==> src/rtl/data_bus_arbiter.sv <==
// data_bus_arbiter: round-robin data-memory bus arbiter with wait states; optional owner lock via DATA_BUS_ARB_LOCK_EN
module data_bus_arbiter #(
  parameter int NUM_MASTERS = 2,
  parameter int WAIT_CYCLES = 0
) (
  input  logic                     clk,
  input  logic                     rst,
  input  logic [NUM_MASTERS-1:0]   m_bus_req,
  input  logic [NUM_MASTERS-1:0]   m_wr,
  input  logic [NUM_MASTERS-1:0]   m_rd,
  input  logic [8*NUM_MASTERS-1:0] m_addr,
  input  logic [8*NUM_MASTERS-1:0] m_wr_data,
  input  logic [NUM_MASTERS-1:0]   m_lock,
  output logic [NUM_MASTERS-1:0]   m_bus_grant,
  output logic [7:0]               s_addr,
  output logic [7:0]               s_wr_data,
  output logic                     s_wr,
  output logic                     s_rd,
  output logic                     busy
);
  localparam int OW = $clog2(NUM_MASTERS);
  typedef enum logic [1:0] {IDLE, WAIT, GRANT} state_t;
  state_t        state;
  logic [OW-1:0] owner, rr_ptr, pick, idx, nxt_ptr;
  logic [3:0]    wcnt;
  logic          grant;
  // first requester at or after rr_ptr, scanning backwards so the nearest one wins
  always_comb begin
    pick = rr_ptr;
    idx  = '0;
    for (int k = NUM_MASTERS - 1; k >= 0; k--) begin
      idx = OW'((int'(rr_ptr) + k) % NUM_MASTERS);
      if (m_bus_req[idx]) pick = idx;
    end
  end
  assign nxt_ptr     = (owner == OW'(NUM_MASTERS - 1)) ? '0 : owner + 1'b1;
  assign busy        = state != IDLE;
  assign grant       = state == GRANT;
  assign m_bus_grant = grant ? NUM_MASTERS'(1) << owner : '0;
  assign s_addr      = busy ? m_addr[{owner, 3'b000} +: 8] : '0;
  assign s_wr_data   = busy ? m_wr_data[{owner, 3'b000} +: 8] : '0;
  assign s_wr        = grant & m_wr[owner];
  assign s_rd        = grant & m_rd[owner] & ~m_wr[owner];
`ifdef DATA_BUS_ARB_LOCK_EN
  logic locked;
  // access sequencing; a locked owner chains straight into its next access
  always_ff @(posedge clk) begin
    if (rst) begin
      state  <= IDLE;
      owner  <= '0;
      rr_ptr <= '0;
      wcnt   <= '0;
      locked <= 1'b0;
    end else begin
      case (state)
        IDLE: begin
          locked <= 1'b0;
          if (|m_bus_req) begin
            owner <= pick;
            wcnt  <= 4'(WAIT_CYCLES);
            state <= WAIT;
          end
        end
        WAIT: begin
          if (!m_bus_req[owner]) begin
            state <= IDLE;
            if (locked) rr_ptr <= nxt_ptr;
          end else if (wcnt == 4'd0) state <= GRANT;
          else wcnt <= wcnt - 1'b1;
        end
        GRANT: begin
          if (m_lock[owner]) begin
            state  <= WAIT;
            wcnt   <= 4'(WAIT_CYCLES);
            locked <= 1'b1;
          end else begin
            state  <= IDLE;
            rr_ptr <= nxt_ptr;
          end
        end
        default: state <= IDLE;
      endcase
    end
  end
`else
  logic unused_lock;
  assign unused_lock = ^m_lock;
  // access sequencing: IDLE -> WAIT (wcnt wait states) -> GRANT -> IDLE
  always_ff @(posedge clk) begin
    if (rst) begin
      state  <= IDLE;
      owner  <= '0;
      rr_ptr <= '0;
      wcnt   <= '0;
    end else begin
      case (state)
        IDLE: begin
          if (|m_bus_req) begin
            owner <= pick;
            wcnt  <= 4'(WAIT_CYCLES);
            state <= WAIT;
          end
        end
        WAIT: begin
          if (!m_bus_req[owner]) state <= IDLE;
          else if (wcnt == 4'd0) state <= GRANT;
          else wcnt <= wcnt - 1'b1;
        end
        GRANT: begin
          state  <= IDLE;
          rr_ptr <= nxt_ptr;
        end
        default: state <= IDLE;
      endcase
    end
  end
`endif
endmodule

==> config.mk <==
export PLATFORM = sky130hd
export DESIGN_NAME = data_bus_arbiter
export DESIGN_NICKNAME = d
export VERILOG_FILES = /design/src/rtl/data_bus_arbiter.sv
export SDC_FILE = /design/constraint.sdc
export NUM_CORES = 1
export LEC_CHECK = 0
export BUFFER_PORTS_ARGS = -buffer_cell sky130_fd_sc_hd__buf_2
export CAP_MARGIN = 25
export CORE_MARGIN = 2
export CORE_UTILIZATION = 38
export DETAILED_ROUTE_END_ITERATION = 6
export GPL_ROUTABILITY_DRIVEN = 0
export PLACE_DENSITY_LB_ADDON = 0.3
export SYNTH_ARGS = -nofsm -noshare
export SYNTH_HDL_FRONTEND = slang
export SYNTH_SLANG_ARGS = --single-unit
==> constraint.sdc <==
create_clock -name clk -period 1.9 [get_ports clk]
set_clock_uncertainty 0.15 [all_clocks]
set_input_delay 0.19 -clock clk [delete_from_list [all_inputs] [get_ports clk]]
set_output_delay 0.19 -clock clk [all_outputs]
set_load 0.05 [all_outputs]
* Word level (Yosys, flattened, before mapping) *
Index checks and enable logic that the tools add are counted.

operators by class
  $add $sub $neg = 3
  $lt $le $gt $ge = 3
  equal/unequal tests = 6
  shift operators = 3
  mux-type cells = 24
  bitwise operators = 4
  reductions and logical operators = 8

operator list
  operator                                            count
  variable part select 16 x 5 -> 8 bit                2
  2-to-1 mux 8 bit                                    2
  2-to-1 mux 1 bit                                    13
  2-to-1 mux 4 bit                                    3
  2-to-1 mux 2 bit                                    4
  case mux 4 bit (2 select lines)                     1
  < comparator 1 x 2 -> 1 bit, second input constant  3
  inequality test 2 bit, second input constant        3
  zero test 4 bit                                     1
  case mux 2 bit (2 select lines)                     1
  AND reduction 2 bit                                 2
  AND reduction 4 bit                                 1
  nonzero test 2 bit                                  2
  subtractor 4 x 1 -> 4 bit, second input constant    1
  bitwise AND 1 bit                                   3
  inequality test 3 bit, second input constant        1
  adder 1 bit, second input constant                  2
  == test 2 x 1 -> 1 bit, second input constant       1
  == test 2 bit, second input constant                1
  zero test 2 bit                                     1
  OR reduction 2 bit                                  1
  << shifter 1 x 1 -> 2 bit, first input constant     1
  inverter 1 bit                                      1

storage, ports and cells
  register bits = 8
  output and inout bits = 21
  word-level logic and storage cells = 55

* Depth between registers and ports, before layout *
Gate-level depths: netlist (run 1).

  depth in word-level cells = 5
  depth in mapped cells = 5
  mapped depth without buffers = 5

* Least setup slack after synthesis (run 1) *
OpenSTA, ideal clock, no wires.

  kind = register to output
  from = register owner
  to = output s_rd
  arrival = 1.688 ns
  required time = 1.560 ns
  slack = -0.128 ns
  stages on the path, launching flop included = 6
  buffers on the path = 2
  cell sequence = dfxtp_1 -> clkbuf_1 -> buf_2 -> nand2_1 -> o32a_1 -> nor2_1

on the way
  longest elaborated chain between the ends = 4
  elaborated cells on any way between the ends = 7

RTL lines
  element                                                     RTL line  text
  start: declaration                                          24        logic [OW-1:0] owner, rr_ptr, pick, idx, nxt_ptr;
  start signal: assignment                                    99        owner <= pick;
  2-to-1 mux 1 bit (not written as such) (2 in a row)         43        assign s_rd = grant & m_rd[owner] & ~m_wr[owner];
  bitwise AND 1 bit / inverter 1 bit (equally long branches)  43
  bitwise AND 1 bit (*)                                       43
  end: declaration                                            18        output logic s_rd,

Mark *: on every way between the ends. The rest lies on a longest branch, timed or not. The select of a mux whose other input is x is not followed.

* Worst setup path after layout (run 1) *
  from = register owner
  to = output s_addr[1]

on the way
  longest elaborated chain between the ends = 2

RTL lines
  element                               RTL line  text
  variable part select 16 x 5 -> 8 bit  40        assign s_addr = busy ? m_addr[{owner, 3'b000} +: 8] : '0;
  2-to-1 mux 8 bit                      40
  end: declaration                      15        output logic [7:0] s_addr,

Every way passes these cells.

==> qor.yml, run 1 <==
port_buffers: 60
finalHoldViolCount: 0
cp-end-kind: "primary output"
syn-cell-area_um2: 765.7
maxCapViolations: 0
pre_cts_slack_ps: 273.6
hpwl_mm: 1.827
syn-num-nets: 145
clk_latency_ps: 260
htreeDepth: 1
syn_to_final_growth_pct: 51.96
cts_tree: "built"
grt_start_max_net_pins: 19
clk_pin_slew_ps: 60
wl_per_cell_um: 11.69
regArea_um2: 162.7
fmax_mhz: 577.4
holdPathEnd: "owner$_SDFFE_PP0P_"
hold-worst-slack_ps: 55.39
io_pins: 63
yosysWarnings: 0
slew_headroom_pct: 69.82
nets: 209
overflow: 0
critPathLaunchType: "flop"
cts_root_buf: "clkbuf_4"
viasPerCell: 4.974
numClockSinks: 8
timing.final.max_slew_violations: 0
p_per_area_nw_per_um2: 550.7
crit_required_ps: 1560
fillers: 187
die_w_um: 48.89
wl_met1_um: 906
grt_pass1_wl_mm: 4.008
topRoutingLayerUsed: "met4"
ys_types: 32
worst-r2r-setup-slack_ps: 240
wl_met3_um: 175
syn_avg_cell_area_um2: 7.582
clk_path_buf_depth: 2
post-route-util_pct: 60.55
dr.pass1.iters: 4
ant_nets: 0
r2r_end: "wcnt[1]$_SDFFE_PP0P_"
total_leakage_power_nw: 0.5708
r2r_cells: 5
grt_usage_pct: 20.30
stdcell_area_um2: 1164
crit_fanout: 13
r2r-start: "wcnt[0]$_SDFFE_PP0P_"
hold_depth: 2
fin_crit_sh_pct: 91.15
mostFrequentLayoutCells: "60 x buf_2, 18 x mux2i_1, 12 x nor2_1, 10 x inv_1, 10 x nor2_2"
dieArea_um2: 2390
worst_ep_arrival_time_ps: 1390
grt_setup_unrepaired: "false"
setup_ws_ps: 168.1
antenna_found_initial: 0
period_needed_ps: 1732
ys_ff_latch: 8
syn-instance-count: 101
status: "finished clean"
drt_iter0_drc: 19
worstSetupPathType: "flop to primary output"
drive_gt1_share_pct: 50.92
die_h_um: 48.89
antenna-diode-count: 0
multi_input_area_um2: 564.3
start_util_pct: 39.84
hold_path_startpoint: "rst"
setup_violations: 0
vdd_drop_max_mv: 0.3258
hold_path.class: "input port to flop"
grt_pass1_vias: 943
finalWirelength_mm: 2.222
cts_buffers: 3
rows: 16
tightest_slew_ps: 451.8
vias: 945
wl_met2_mm: 1.102
fin_total_pwr_uw: 640.8
final_common_cell: "buf_2"
drc: 0
yosysSeqAreaShare_pct: 20.92
core_region_area_um2: 1922
place_area_um2: 1139
## kinds of logic (layout without fill, tap and decap cells)
logic type / after synthesis / in the layout / synth area share [%]
compound gates: 17 / 17 / 16.83
fa+ha+maj: 2 / 2 / 3.267
buf+inv: 15 / 77 / 8.661
flops: 8 / 8 / 20.91
mux: 19 / 19 / 25.00
simple gates: 40 / 40 / 25.33
## sequential cells by signal, indices dropped and copies added (netlist names)
register and count:
rr_ptr 1, wcnt 4, state 2, owner 1
## cells in the mapped netlist
cell type  instances  area (µm²)
or3b_4             1       11.26
o32ai_1            1       8.760
a21bo_2            1       10.01
a41o_1             1       10.01
mux2_2             1       11.26
dfxtp_1            8       160.2
or3b_2             1       8.760
nor2b_1            1       6.260
nor3_1             1       5.000
or4_1              1       7.510
a221oi_1           1       8.760
o211ai_1           3       22.52
buf_2              2       10.01
a21oi_1            1       5.000
mux2i_1           18       180.2
ha_1               2       25.02
nand3_1            2       10.01
a31oi_1            2       12.51
clkbuf_1           2       7.510
nand2b_1           2       12.51
a211oi_1           2       15.01
o21bai_1           1       7.510
nor3b_1            2       15.01
o31a_1             1       8.760
nand3b_1           1       7.510
inv_1             10       37.54
o21ai_0            2       10.01
nor4_1             2       12.51
o32a_1             1       10.01
buf_6              1       11.26
nand2_1            4       15.01
nor2_1            22       82.58
## worst max-delay path, stage by stage (launching register included)
cell and delay [ps]:
dfxtp_2 460, buf_12 190, mux2i_1 230, nor2_2 40, buf_2 210
## layout make-up
type | instances | share of cell area [%]
Multi-Input combinational cell | 78 | 48.49
Inverter | 10 | 3.226
Timing Repair Buffer | 64 | 29.46
Tap cell | 27 | 2.903
Clock buffer | 3 | 1.935
Sequential cell | 8 | 13.98
## how the worst max path moves through the flow
stage	start	to	slack (ps)	cells after the start
2_1_floorplan	state[1]$_SDFFE_PP0P_	owner$_SDFFE_PP0P_	-7	5
3_3_place_gp	state[0]$_SDFFE_PP0P_	wcnt[1]$_SDFFE_PP0P_	290	3
3_5_place_dp	wcnt[0]$_SDFFE_PP0P_	wcnt[3]$_SDFFE_PP0P_	270	5
4_1_cts	state[1]$_SDFFE_PP0P_	s_addr[3]	100	4
5_1_grt	owner$_SDFFE_PP0P_	s_addr[5]	60	4
6_report	owner$_SDFFE_PP0P_	s_addr[1]	170	4
## where the power goes
group	switching (mW)	leakage [nW]	internal (mW)	total (mW)
combinational	0.209	0.491	0.111	0.320
clock	0.0640	0.0138	0.0727	0.137
sequential	0.0107	0.0659	0.174	0.184
total	0.284	0.571	0.357	0.641
## routing by layer
metal	GRT usage [%]	vias up
met5	0	-
met4	10.48	0
met3	4.294	4
met2	34.25	39
met1	24.11	419
li1	-	483
## what timing repair did
action | 4_1_cts | 5_1_grt
setup buffers | 0 | 0
endpoints found under the setup margin | 1 | 2
hold buffers | 0 | 0
gates resized for setup | 1 | 1
## metrics by stage
stage	instances	TNS, ps
2_1_floorplan	101	-53.27
3_3_place_gp	187	0
3_5_place_dp	187	0
4_1_cts	190	0
5_1_grt	190	0
6_report	190	0
(Power assumes the default switching activity.)
==> inputs of run 2 (changes only) <==
--- a/config.mk
+++ b/config.mk
@@ -8,10 +8,11 @@
 export BUFFER_PORTS_ARGS = -buffer_cell sky130_fd_sc_hd__buf_2
 export CAP_MARGIN = 25
 export CORE_MARGIN = 2
-export CORE_UTILIZATION = 38
+export CORE_UTILIZATION = 41
 export DETAILED_ROUTE_END_ITERATION = 6
 export GPL_ROUTABILITY_DRIVEN = 0
 export PLACE_DENSITY_LB_ADDON = 0.3
+export RECOVER_POWER = 50
 export SYNTH_ARGS = -nofsm -noshare
 export SYNTH_HDL_FRONTEND = slang
 export SYNTH_SLANG_ARGS = --single-unit
==> constraint.sdc (replaced) <==
create_clock -name clk -period 2.2 [get_ports clk]
set_clock_uncertainty 0.15 [all_clocks]
set_input_delay 0.22 -clock clk [delete_from_list [all_inputs] [get_ports clk]]
set_output_delay 0.22 -clock clk [all_outputs]
set_load 0.05 [all_outputs]
==> run 2 against run 1 <==
Effect of this change: register-to-register slack better by 300 ps; cell count decreased by 1.6%; final area shrank 4.7%; setup slack better by 55 ps; first-iteration DRC count is 63% lower; die area fell by 6.7%; clock power shrank 17%; via count grew 1.1%; non-clock buffer count fell by 1; critical path depth is the same; sequential power down 14%; critical endpoint is now s_addr[4]; largest cell class unchanged.
==> qor.yml, run 2 (synthesized netlist as in run 1, its figures left out) <==
grt_pass1_wl_mm: 2.980  # -26%
slew_headroom_pct: 59.87  # -9.9 points
start_util_pct: 43.87  # +4.0 points
final_common_cell: "buf_2"
htreeDepth: 1  # unchanged
finalHoldViolCount: 0  # unchanged
antenna-diode-count: 0  # unchanged
wl_met2_mm: 1.116  # +1.3%
crit_required_ps: 1830  # +270 ps
grt_usage_pct: 18.80  # -1.5 points
worst_ep_arrival_time_ps: 1610  # +220 ps
cts_hold_buf: 0  # unchanged
rows: 15  # -1
grt_setup_unrepaired: "false"
p_per_area_nw_per_um2: 480.6  # -13%
hold_path.class: "input port to flop"
p_sw_share_pct: 43.93  # -0.36 points
viasPerCell: 5.107  # +2.7%
port_buffers: 60  # unchanged
power_frac_clock_pct: 21.4  # about the same
clk_latency_ps: 260  # about the same
postCtsSetupBuffers: 0  # unchanged
startpoint: "state[1]$_SDFFE_PP0P_"
multi_input_area_um2: 539.3  # -4.4%
top_regs: "wcnt: 4 flops, state: 2 flops"
power_frac_comb_pct: 48.8  # -1.1 points
cts_root_buf: "clkbuf_4"
timing.final.max_slew_violations: 0  # unchanged
cts-resized-gates: 0  # -1
regArea_um2: 160.2  # -1.5%
antenna_found_initial: 0  # unchanged
hold_path_startpoint: "rst"
r2r-start: "wcnt[0]$_SDFFE_PP0P_"
mostFrequentLayoutCells: "55 x buf_2, 22 x nor2_1, 18 x mux2i_1, 10 x inv_1, 8 x dfxtp_1"
grt_pass1_vias: 760  # -19%
total_leakage_power_nw: 0.5467  # -4.2%
tightest_slew_ps: 604.5  # +152.8 ps
overflow: 0  # unchanged
clk_pin_slew_ps: 60  # about the same
grt_start_max_net_pins: 20  # +1
drc: 0  # unchanged
wl_per_cell_um: 11.59  # -0.86%
io_pins: 63  # unchanged
syn_to_final_growth_pct: 44.77
vias: 955  # +1.1%
top_register: "wcnt"
wl_met1_um: 856  # -5.5%
tns_ps: 0  # unchanged
clk_path_buf_depth: 2  # unchanged
wl_met3_um: 178  # +1.7%
internal_power_uw: 298.7  # -16%
crit_fanout: 19  # +6
period_needed_ps: 1977
maxCapViolations: 0  # unchanged
cts_buffers: 3  # unchanged
hold-worst-slack_ps: 76.26  # +20.87 ps
finalWirelength_mm: 2.168  # -2.4%
drive_gt1_share_pct: 40.74  # -10 points
status: "finished clean"
numClockSinks: 8  # unchanged
ant_nets: 0  # unchanged
fillers: 159  # -15%
nets: 208  # -0.48%
cts_tree: "built"
dr.pass1.iters: 4  # unchanged
fin_crit_sh_pct: 89.86
critPathLaunchType: "flop"
fmax_mhz: 505.8
topRoutingLayerUsed: "met4"
die_w_um: 47.22  # -3.4%
die_h_um: 47.22  # -3.4%
seq_power_share_pct: 29.8  # +1.0 points
hpwl_mm: 1.769  # -3.2%
worstSetupPathType: "flop to primary output"
setup_violations: 0  # unchanged
dieArea_um2: 2229  # -6.7%
cp-end-kind: "primary output"
p_sw_uw: 234.1  # -18%
drt_iter0_drc: 7  # -12
vdd_drop_max_mv: 0.2892  # -11%
largest_reg_flops: 4  # unchanged
core_region_area_um2: 1745  # -9.2%
-- run 2: cell count changes in the layout (fill, tap and decap cells not counted) --
cell,delta
buf_12,-1
buf_2,-5
clkbuf_1,+4
clkbuf_2,+1
dfxtp_1,+2
dfxtp_2,-2
nor2_1,+10
nor2_2,-10
-- run 2: worst paths after layout --
check / to / slack (ps) / cells after the start
worst min-delay path: owner$_SDFFE_PP0P_ / 80 / 2
worst max register to register: wcnt[1]$_SDFFE_PP0P_ / 540 / 5
worst max-delay path: s_addr[4] / 220 / 4
worst min register to register: rr_ptr$_SDFFE_PP0N_ / 310 / 2
-- run 2: power by group through the flow --
stage	logic, mW	clock network [mW]	registers [mW]
6_report	0.260	0.114	0.159
5_1_grt	0.278	0.127	0.160
4_1_cts	0.263	0.117	0.159
2_1_floorplan	0.189	0	0.155
3_3_place_gp	0.257	0	0.161
3_5_place_dp	0.262	0	0.162
-- run 2: stage by stage --
| stage | cells | instance area, µm² | util (%) | setup WS [ps] | power (mW) |
|---|---|---|---|---|---|
| 2_1_floorplan | 101 | 765.7 | - | 141.9 | 0.3438 |
| 3_5_place_dp | 184 | 1091 | 62.51 | 503.2 | 0.4241 |
| 4_1_cts | 187 | 1114 | 63.80 | 214.5 | 0.5394 |
| 5_1_grt | 187 | 1109 | 63.51 | 130.7 | 0.5647 |
| 3_3_place_gp | 184 | 1091 | 62.51 | 532.1 | 0.4187 |
| 6_report | 187 | 1109 | 63.51 | 223.1 | 0.5328 |
-- run 2: worst max-delay path, cell delays in order (launching register included) --
cell,delay (ps)
dfxtp_1,470
nor2_1,90
buf_4,210
nor2_1,110
clkbuf_1,470
-- run 2: cell type report --
| type | instances | share of cell area, % |
|---|---|---|
| tap | 25 | 2.822 |
| clock buffer | 3 | 2.032 |
| timing repair buffer | 63 | 28.67 |
| sequential | 8 | 14.45 |
| inverter | 10 | 3.386 |
| multi-input combinational | 78 | 48.65 |
-- run 2: metal layers --
metal	GRT usage, %	vias to the layer above
li1	-	482
met4	3.333	0
met2	35.07	40
met3	7.308	4
met1	20.14	429
met5	0	-
